--- config.mk ---
export PLATFORM = sky130hd
export DESIGN_NAME = voice_allocator
export DESIGN_NICKNAME = d
export VERILOG_FILES = /design/src/rtl/voice_allocator.sv
export SDC_FILE = /design/constraint.sdc
export NUM_CORES = 1
export LEC_CHECK = 0
export CORE_UTILIZATION = 45
export CTS_CLUSTER_SIZE = 24
export DETAILED_ROUTE_END_ITERATION = 6
export DONT_BUFFER_PORTS = 1
export MAX_ROUTING_LAYER = met4
export PLACE_DENSITY = 0.63
export SYNTH_ARGS = -nofsm -noshare
export SYNTH_HDL_FRONTEND = slang
export SYNTH_SLANG_ARGS = --single-unit
--- constraint.sdc ---
create_clock -name clk -period 7.5 [get_ports clk]
set_input_delay 0.75 -clock clk [delete_from_list [all_inputs] [get_ports clk]]
set_output_delay 0.75 -clock clk [all_outputs]
set_load 0.02 [all_outputs]
--- src/rtl/voice_allocator.sv ---
// Voice allocator: maps a note-on/note-off event stream onto register-bank channels and sweeps them on each sample tick.
// Optional voice stealing when all channels are busy is enabled with `define VOICE_STEAL_EN.
module voice_allocator #(
    parameter int NUM_BITS_IN  = 18,
    parameter int NUM_CHANNELS = 16,
    parameter int NUM_BITS_KEY = 7
) (
    input  logic                    clk,
    input  logic                    rst,
    input  logic                    sample_tick,
    input  logic                    evt_valid,
    output logic                    evt_ready,
    input  logic                    evt_on,
    input  logic [NUM_BITS_KEY-1:0] evt_key,
    input  logic [NUM_BITS_IN-1:0]  evt_word,
    input  logic [NUM_CHANNELS-1:0] available,
    output logic [NUM_CHANNELS-1:0] reg_en,
    output logic [NUM_CHANNELS-1:0] note_en,
    output logic [NUM_BITS_IN-1:0]  note_in,
    output logic                    evt_drop,
    output logic                    overrun
);

    localparam int CW = (NUM_CHANNELS > 1) ? $clog2(NUM_CHANNELS) : 1;
    localparam logic [CW-1:0] LAST_CH = CW'(NUM_CHANNELS - 1);

    typedef enum logic [1:0] {IDLE, SWEEP, EVENT} state_t;

    state_t                    state, state_next;
    logic [CW-1:0]             cnt, cnt_next;
    logic [NUM_BITS_KEY-1:0]   key_tab  [NUM_CHANNELS];
    logic [NUM_BITS_IN-1:0]    word_tab [NUM_CHANNELS];
    logic                      on_q;
    logic [NUM_BITS_KEY-1:0]   key_q;
    logic [NUM_BITS_IN-1:0]    word_q;
    logic [NUM_CHANNELS-1:0]   reg_en_next;
    logic [NUM_BITS_IN-1:0]    note_in_next;
    logic                      overrun_next;
    logic                      accept;
    logic [NUM_CHANNELS-1:0]   match_vec;
    logic [NUM_CHANNELS-1:0]   free_vec;
    logic                      match_any;
    logic                      free_any;
    logic [CW-1:0]             match_idx;
    logic [CW-1:0]             free_idx;

    assign evt_ready = (state == IDLE) && !sample_tick;
    assign accept    = evt_valid && evt_ready;

    // A channel counts as busy while note_en is set, even before the bank reports it busy.
    always_comb begin
        match_vec = '0;
        match_idx = '0;
        free_idx  = '0;
        for (int k = 0; k < NUM_CHANNELS; k++) begin
            match_vec[k] = note_en[k] && (key_tab[k] == key_q);
        end
        free_vec = available & ~note_en;
        for (int k = NUM_CHANNELS - 1; k >= 0; k--) begin
            if (match_vec[k]) match_idx = CW'(k);
            if (free_vec[k])  free_idx  = CW'(k);
        end
    end

    assign match_any = |match_vec;
    assign free_any  = |free_vec;

    always_comb begin
        state_next   = state;
        cnt_next     = cnt;
        reg_en_next  = '0;
        note_in_next = note_in;
        overrun_next = overrun;
        unique case (state)
            IDLE: begin
                if (sample_tick) begin
                    state_next   = SWEEP;
                    cnt_next     = '0;
                    reg_en_next  = {{(NUM_CHANNELS-1){1'b0}}, 1'b1};
                    note_in_next = word_tab[0];
                end else if (accept) begin
                    state_next = EVENT;
                end
            end
            SWEEP: begin
                if (sample_tick) overrun_next = 1'b1;
                if (cnt == LAST_CH) begin
                    state_next = IDLE;
                end else begin
                    cnt_next     = cnt + 1'b1;
                    reg_en_next  = reg_en << 1;
                    note_in_next = word_tab[cnt_next];
                end
            end
            EVENT: begin
                // A tick landing on the event cycle still starts a sweep rather than being lost.
                if (sample_tick) begin
                    state_next   = SWEEP;
                    cnt_next     = '0;
                    reg_en_next  = {{(NUM_CHANNELS-1){1'b0}}, 1'b1};
                    note_in_next = word_tab[0];
                end else begin
                    state_next = IDLE;
                end
            end
            default: state_next = IDLE;
        endcase
    end

    always_ff @(posedge clk) begin
        if (rst) begin
            state   <= IDLE;
            cnt     <= '0;
            reg_en  <= '0;
            note_in <= '0;
            overrun <= 1'b0;
            on_q    <= 1'b0;
            key_q   <= '0;
            word_q  <= '0;
        end else begin
            state   <= state_next;
            cnt     <= cnt_next;
            reg_en  <= reg_en_next;
            note_in <= note_in_next;
            overrun <= overrun_next;
            if (accept) begin
                on_q   <= evt_on;
                key_q  <= evt_key;
                word_q <= evt_word;
            end
        end
    end

`ifdef VOICE_STEAL_EN
    logic [CW-1:0] steal_ptr;
`endif

    always_ff @(posedge clk) begin
        if (rst) begin
            for (int k = 0; k < NUM_CHANNELS; k++) begin
                key_tab[k]  <= '0;
                word_tab[k] <= '0;
            end
            note_en  <= '0;
            evt_drop <= 1'b0;
`ifdef VOICE_STEAL_EN
            steal_ptr <= '0;
`endif
        end else begin
            evt_drop <= 1'b0;
            if (state == EVENT) begin
                if (on_q) begin
                    if (match_any) begin
                        word_tab[match_idx] <= word_q;
                    end else if (free_any) begin
                        key_tab[free_idx]  <= key_q;
                        word_tab[free_idx] <= word_q;
                        note_en[free_idx]  <= 1'b1;
                    end else begin
`ifdef VOICE_STEAL_EN
                        key_tab[steal_ptr]  <= key_q;
                        word_tab[steal_ptr] <= word_q;
                        note_en[steal_ptr]  <= 1'b1;
                        steal_ptr <= (steal_ptr == LAST_CH) ? '0 : steal_ptr + 1'b1;
`else
                        evt_drop <= 1'b1;
`endif
                    end
                end else if (match_any) begin
                    note_en[match_idx] <= 1'b0;
                end
            end
        end
    end

endmodule

==> results of run 1 <==
-- kinds of logic (layout without fill, tap and decap cells) --
| logic type | count (synthesis) | in the layout | synth area share |
|---|---|---|---|
| multiplexers | 110 | 110 | 0.0995 |
| flip-flops | 484 | 484 | 0.611 |
| AO/OA/AOI/OAI | 147 | 147 | 0.0451 |
| adder cells (fa/ha/maj) | 1 | 1 | 0.000559 |
| AND/OR/NAND/NOR | 727 | 727 | 0.169 |
| buffers and inverters | 139 | 127 | 0.0300 |
| XOR/XNOR | 114 | 114 | 0.0446 |
| other | 0 | 2 | 0 |
-- worst max-delay path by stage --
stage | from | endpoint | slack (ns)
2_1_floorplan | available[5] | word_tab[10][0] | 3.92
3_3_place_gp | key_q[1] | word_tab[11][1] | 2.66
3_5_place_dp | key_q[1] | word_tab[11][12] | 2.49
4_1_cts | key_q[1] | word_tab[11][5] | 2.45
5_1_grt | key_q[1] | word_tab[11][1] | 2.18
6_report | key_q[1] | word_tab[11][2] | 2.48
-- final cells by class --
class	count	area (sq um)	share of cell area
inverters	5	18.8	0.000764
repair buffers	25	188	0.00764
clock inverters	35	285	0.0116
well taps	664	831	0.0338
multi-input cells	1099	8150	0.332
clock buffers	62	1400	0.0571
diodes	2	5.00	0.000204
flip-flops and latches	484	13700	0.557
-- per-layer routing --
layer  GRT usage  share of wire  vias to the layer above  wire length (um)
li1            -              -                     6184                 -
met1       0.311           0.42                     6862             24100
met2       0.376           0.48                      480             27700
met3      0.0421          0.065                      111              3720
met4      0.0671          0.028                        0              1570
met5           -              0                        -                 0
-- per-stage QoR --
stage	hold WS (ns)	utilization	instance area (sq um)
floorplan	0.445	-	22400
global placement	0.458	0.466	22900
detailed placement	0.470	0.466	22900
CTS	0.190	0.501	24600
global route	0.191	0.501	24600
finish	0.224	0.501	24600
-- sequential cells by signal, summed over array words and instances (netlist names), 2 cells and up --
name,count
state,2
key_tab,112
note_in,18
word_tab,288
reg_en,16
word_q,18
cnt,4
key_q,7
note_en,16
-- worst max-delay path: stages (launching register included) --
cell,delay (ns)
dfxtp_1,0.90
buf_4,0.36
xnor2_1,0.09
nand4_1,0.12
nor2_1,0.12
or4_1,0.70
nor4_4,0.58
nand2_2,0.26
o22ai_2,0.56
buf_4,0.33
a21o_1,0.59
-- power by group through the flow --
stage          Clock, mW  Sequential, mW  Combinational, mW
2_1_floorplan          0            3.09              0.341
5_1_grt             2.67            3.10              0.451
3_3_place_gp           0            3.15              0.427
6_report            2.54            3.09              0.425
3_5_place_dp           0            3.15              0.430
4_1_cts             2.57            3.09              0.431
-- cell usage in the layout (no fill, tap or decap), types with 6 or more instances in the layout --
cell / netlist / final
edfxtp_1: 400 / 400
nor2_1: 227 / 227
and2_1: 141 / 141
nand2_1: 112 / 112
and3_1: 101 / 101
xnor2_1: 95 / 94
mux4_2: 90 / 90
dfxtp_1: 84 / 83
clkbuf_16: 0 / 55
a21oi_1: 44 / 43
nand4_1: 35 / 35
a211oi_1: 28 / 28
buf_4: 15 / 25
nor2b_1: 20 / 20
or2_2: 19 / 19
mux2i_1: 19 / 19
xor2_1: 19 / 18
a21o_1: 18 / 18
clkinv_2: 0 / 15
nor3_1: 14 / 14
o21ai_0: 14 / 14
nand2b_1: 10 / 10
nor2b_2: 10 / 10
clkinv_1: 0 / 10
nor4_1: 9 / 9
a31oi_1: 9 / 9
or4_1: 7 / 7
clkbuf_1: 76 / 7
nand3_1: 6 / 6
==> results_dict.tcl, run 1 <==
set metrics [dict create \
    routed_wl_um 57200 \
    final.fill_count 4271 \
    power_density_nw_per_um2 246 \
    cts_tree "built" \
    slew_headroom 0.247 \
    clk_latency_ns 0.61 \
    core-area_sq_um 49100 \
    synthesis.nets 1769 \
    die_h_um 225 \
    vias 13600 \
    die_w_um 225 \
    grt_pass1_vias 13200 \
    worst_r2r_path_depth 10 \
    hpwl_um 36800 \
    ys_seq_elements 484 \
    cts_resized 0 \
    postCtsSetupBuffers 0 \
    grtUsageTotal 0.236 \
    num_rows 81 \
    slew_viol_final 0 \
    globalplace.congestion 0.897 \
    dieArea_sq_um 50700 \
    num-nets-final 1714 \
    fin_crit_ns 5.02 \
    ys.flop_type "edfxtp_1" \
    min_to "note_en[4]" \
    dp.cells 2277 \
    power_mw 6.05 \
    max-vdd-ir-drop_mv 0.180 \
    holdCritPathClass "primary input to flip-flop" \
    max-cap-violations 0 \
    worst_setup_path_end_kind "flip-flop" \
    hold_buffers 0 \
    worst_slack_ns 2.48 \
    clockPowerShare 0.419 \
    setup_violations 0 \
    grt_pass1_wl_um 85700 \
    path_clk_slew_ns 0.06 \
    drc 0 \
    post-place-ws_ns 2.49 \
    startpoint_type "flip-flop" \
    vias_per_cell 5.74 \
    yosys-top-cells-area "edfxtp_1 (54%), mux4_2 (9.0%), dfxtp_1 (7.5%), and2_1 (3.9%), nor2_1 (3.8%)" \
    synth_top_area_frac 0.536 \
    yosysUniqueCellTypes 63 \
    required_ns 7.72 \
    internal-power_mw 4.63 \
    fmax_ghz 0.199 \
    critPathKind "flip-flop to flip-flop" \
    hold_violations 0 \
    critPathArrivalTime_ns 5.24 \
    htreeDepth 2 \
    grt_setup_unrepaired "no" \
    cts.sinks 484 \
    pwr-share-seq 0.511 \
    combPwrFrac 0.070 \
    worst_pin_slew_ns 1.13 \
    synth.avg_cell_area_sq_um 13.0 \
    hp-start "rst" \
    io_pins 99 \
    grt_max_degree 96 \
    yosysWarningCount 0 \
    root_buffer "clkbuf_16" \
    reg2reg_slack_ns 2.48 \
    portBuffers 0 \
    p_sw_mw 1.42 \
    synth_top_cell_by_area "edfxtp_1" \
    run_status "finished, final reports clean" \
    hold_depth 1 \
    critPathMaxFanout 22 \
    layout-drive-gt1-share 0.146 \
    skew_ns 0.0341 \
    leakage_nw 8.65 \
    r2r_end "word_tab[11][2]" \
    overflow 0 \
    swShare 0.235 \
    syn_to_final_growth_pct 9.71 \
    async_flop_share 0 \
    synthTopCellsByCount "edfxtp_1 (400), nor2_1 (227), and2_1 (141), nand2_1 (112), and3_1 (101)" \
    routedWlPerCell_um 24.1 \
    setup_tns_ns 0 \
    clockBufferDepth 3 \
    cts_inserted_buffers 52 \
    syn_inst 1722 \
    yosysMostFrequentCell "edfxtp_1" \
    r2r_start "key_q[1]" \
    drtIter0Drc 1143 \
    antenna_found_initial 7 \
    synth_area_sq_um 22400 \
    final-instance-count-excl-fill 2376 \
    initial_core_util 0.457 \
    period_share 0.670 \
    yosysSeqAreaShare 0.611 \
    dr.pass1.iters 6 \
    synth_edf_count 400 \
    antenna_left 0 \
]
(Power assumes the default switching activity.)
==> run 2, diff against run 1 <==
- PLACE_DENSITY: 0.63 -> 0.65
- clock period: 7.5 -> 4.4 ns (I/O delays scaled with it)
==> results_dict.tcl, run 2 (same netlist as run 1, synthesis figures left out) <==
set metrics [dict create \
    max-cap-violations 0 \
    setup_violations 0 \
    slew_headroom 0.292 \
    dr.pass1.iters 5 \
    routedWlPerCell_um 23.5 \
    largest_register_ffs 288 \
    max-vdd-ir-drop_mv 0.302 \
    leakage_nw 8.93 \
    period_share 0.867 \
    overflow 0 \
    globalplace.congestion 0.893 \
    post-route-util 0.513 \
    slew_viol_final 0 \
    fin_crit_ns 3.82 \
    num-nets-final 1773 \
    p_sw_mw 2.34 \
    cts_tree "built" \
    layout-drive-gt1-share 0.161 \
    holdWs_ns 0.0363 \
    cts.sinks 484 \
    vias 13900 \
    clk_latency_ns 0.60 \
    core-area_sq_um 49100 \
    run_status "finished, final reports clean" \
    drtIter0Drc 1253 \
    reg_top3 "word_tab: 288 flops, key_tab: 112 flops" \
    pwr-share-seq 0.511 \
    cts_resized 0 \
    critPathMaxFanout 18 \
    antenna_found_initial 1 \
    swShare 0.229 \
    die_h_um 225 \
    skew_ns 0.0169 \
    critPathKind "flip-flop to flip-flop" \
    die_w_um 225 \
    combPwrFrac 0.079 \
    path_clk_slew_ns 0.06 \
    drc 0 \
    dieArea_sq_um 50700 \
    routed_wl_um 57200 \
    worst_pin_slew_ns 1.05 \
    grt_max_degree 74 \
    required_ns 4.64 \
    htreeDepth 2 \
    grt_pass1_wl_um 86600 \
    power_density_nw_per_um2 406 \
    hpwl_um 35700 \
    worst_setup_path_end_kind "flip-flop" \
    grtUsageTotal 0.237 \
    internal-power_mw 7.88 \
    grt_setup_unrepaired "no" \
    clockPowerShare 0.410 \
    holdCritPathClass "primary input to flip-flop" \
    critPathArrivalTime_ns 4.06 \
    grt_pass1_vias 13900 \
    root_buffer "clkbuf_16" \
    startpoint_type "flip-flop" \
    syn_to_final_growth_pct 12.4 \
    setup_tns_ns 0 \
    hold_violations 0 \
    clockBufferDepth 3 \
    cts_inserted_buffers 52 \
    layout_commonest_cell "edfxtp_1" \
    layout_common_cells "edfxtp_1 (400), nor2_1 (227), and2_1 (141), nand2_1 (112), and3_1 (101)" \
    io_pins 99 \
    top_register "word_tab" \
    num_rows 81 \
    antenna_left 0 \
    vias_per_cell 5.71 \
    portBuffers 0 \
    fmax_ghz 0.262 \
    initial_core_util 0.457 \
]
[run 2: cell types whose count changed in the layout (fill, tap and decap cells not counted), sizes merged]
cell,delta
clkinv,-12
clkinvlp,+4
buf,+38
clkbuf,+12
bufinv,-1
inv,-3
diode,-1
dlygate4sd3,+21
[run 2: cell type report]
type	instances	area [sq um]
clock inverter	23	176
fill	4182	23900
antenna	1	2.50
clock buffer	74	1460
timing repair buffer	84	853
inverter	5	18.8
tap	664	831
multi-input combinational	1099	8150
sequential	484	13700
[run 2: final timing paths]
| path | to | slack (ns) | start | cells after the start |
|---|---|---|---|---|
| hold reg to reg | on_q | 0.49 | on_q | 2 |
| setup / recovery | word_tab[12][12] | 0.58 | note_en[10] | 9 |
| setup reg to reg | word_tab[12][12] | 0.58 | note_en[10] | 9 |
| hold / removal | word_q[0] | 0.04 | evt_word[0] | 2 |
[run 2: what timing repair did]
item                       in CTS  in global routing
setup endpoints to repair       0                  0
hold endpoints to repair       59                  0
buffers inserted                0                  0
hold buffers                   22                  0
[run 2: metal layers]
metal / GRT usage / vias up / part of all wire
met2: 0.371 / 512 / 0.47
met5: - / - / 0
met3: 0.0426 / 100 / 0.075
met1: 0.318 / 7016 / 0.43
met4: 0.0665 / 0 / 0.023
li1: - / 6282 / -
[run 2: worst max-delay path, stage by stage (launching register included)]
cell and delay (ns):
dfxtp_1 0.62, nor2b_1 0.17, nor4_1 0.53, a21boi_0 0.30, nor3_1 0.32, a31oi_1 0.14
a2111oi_4 0.65, buf_4 0.27, a21o_1 0.12, buf_4 0.34
[run 2: power by group through the flow]
stage               combinational [mW]  clock (mW)  sequential (mW)
detailed placement               0.781           0             5.32
global route                     0.860        4.44             5.24
CTS                              0.812        4.28             5.23
global placement                 0.771           0             5.32
floorplan                        0.581           0             5.27
finish                           0.803        4.19             5.23
[run 2: through the flow]
stage	setup WS [ns]	std cells	power (mW)	instance area [sq um]
CTS	0.594	2433	10.3	25200
global placement	0.671	2314	6.09	23300
floorplan	1.09	1722	5.85	22400
global route	0.358	2434	10.5	25200
detailed placement	0.652	2314	6.10	23300
finish	0.584	2434	10.2	25200
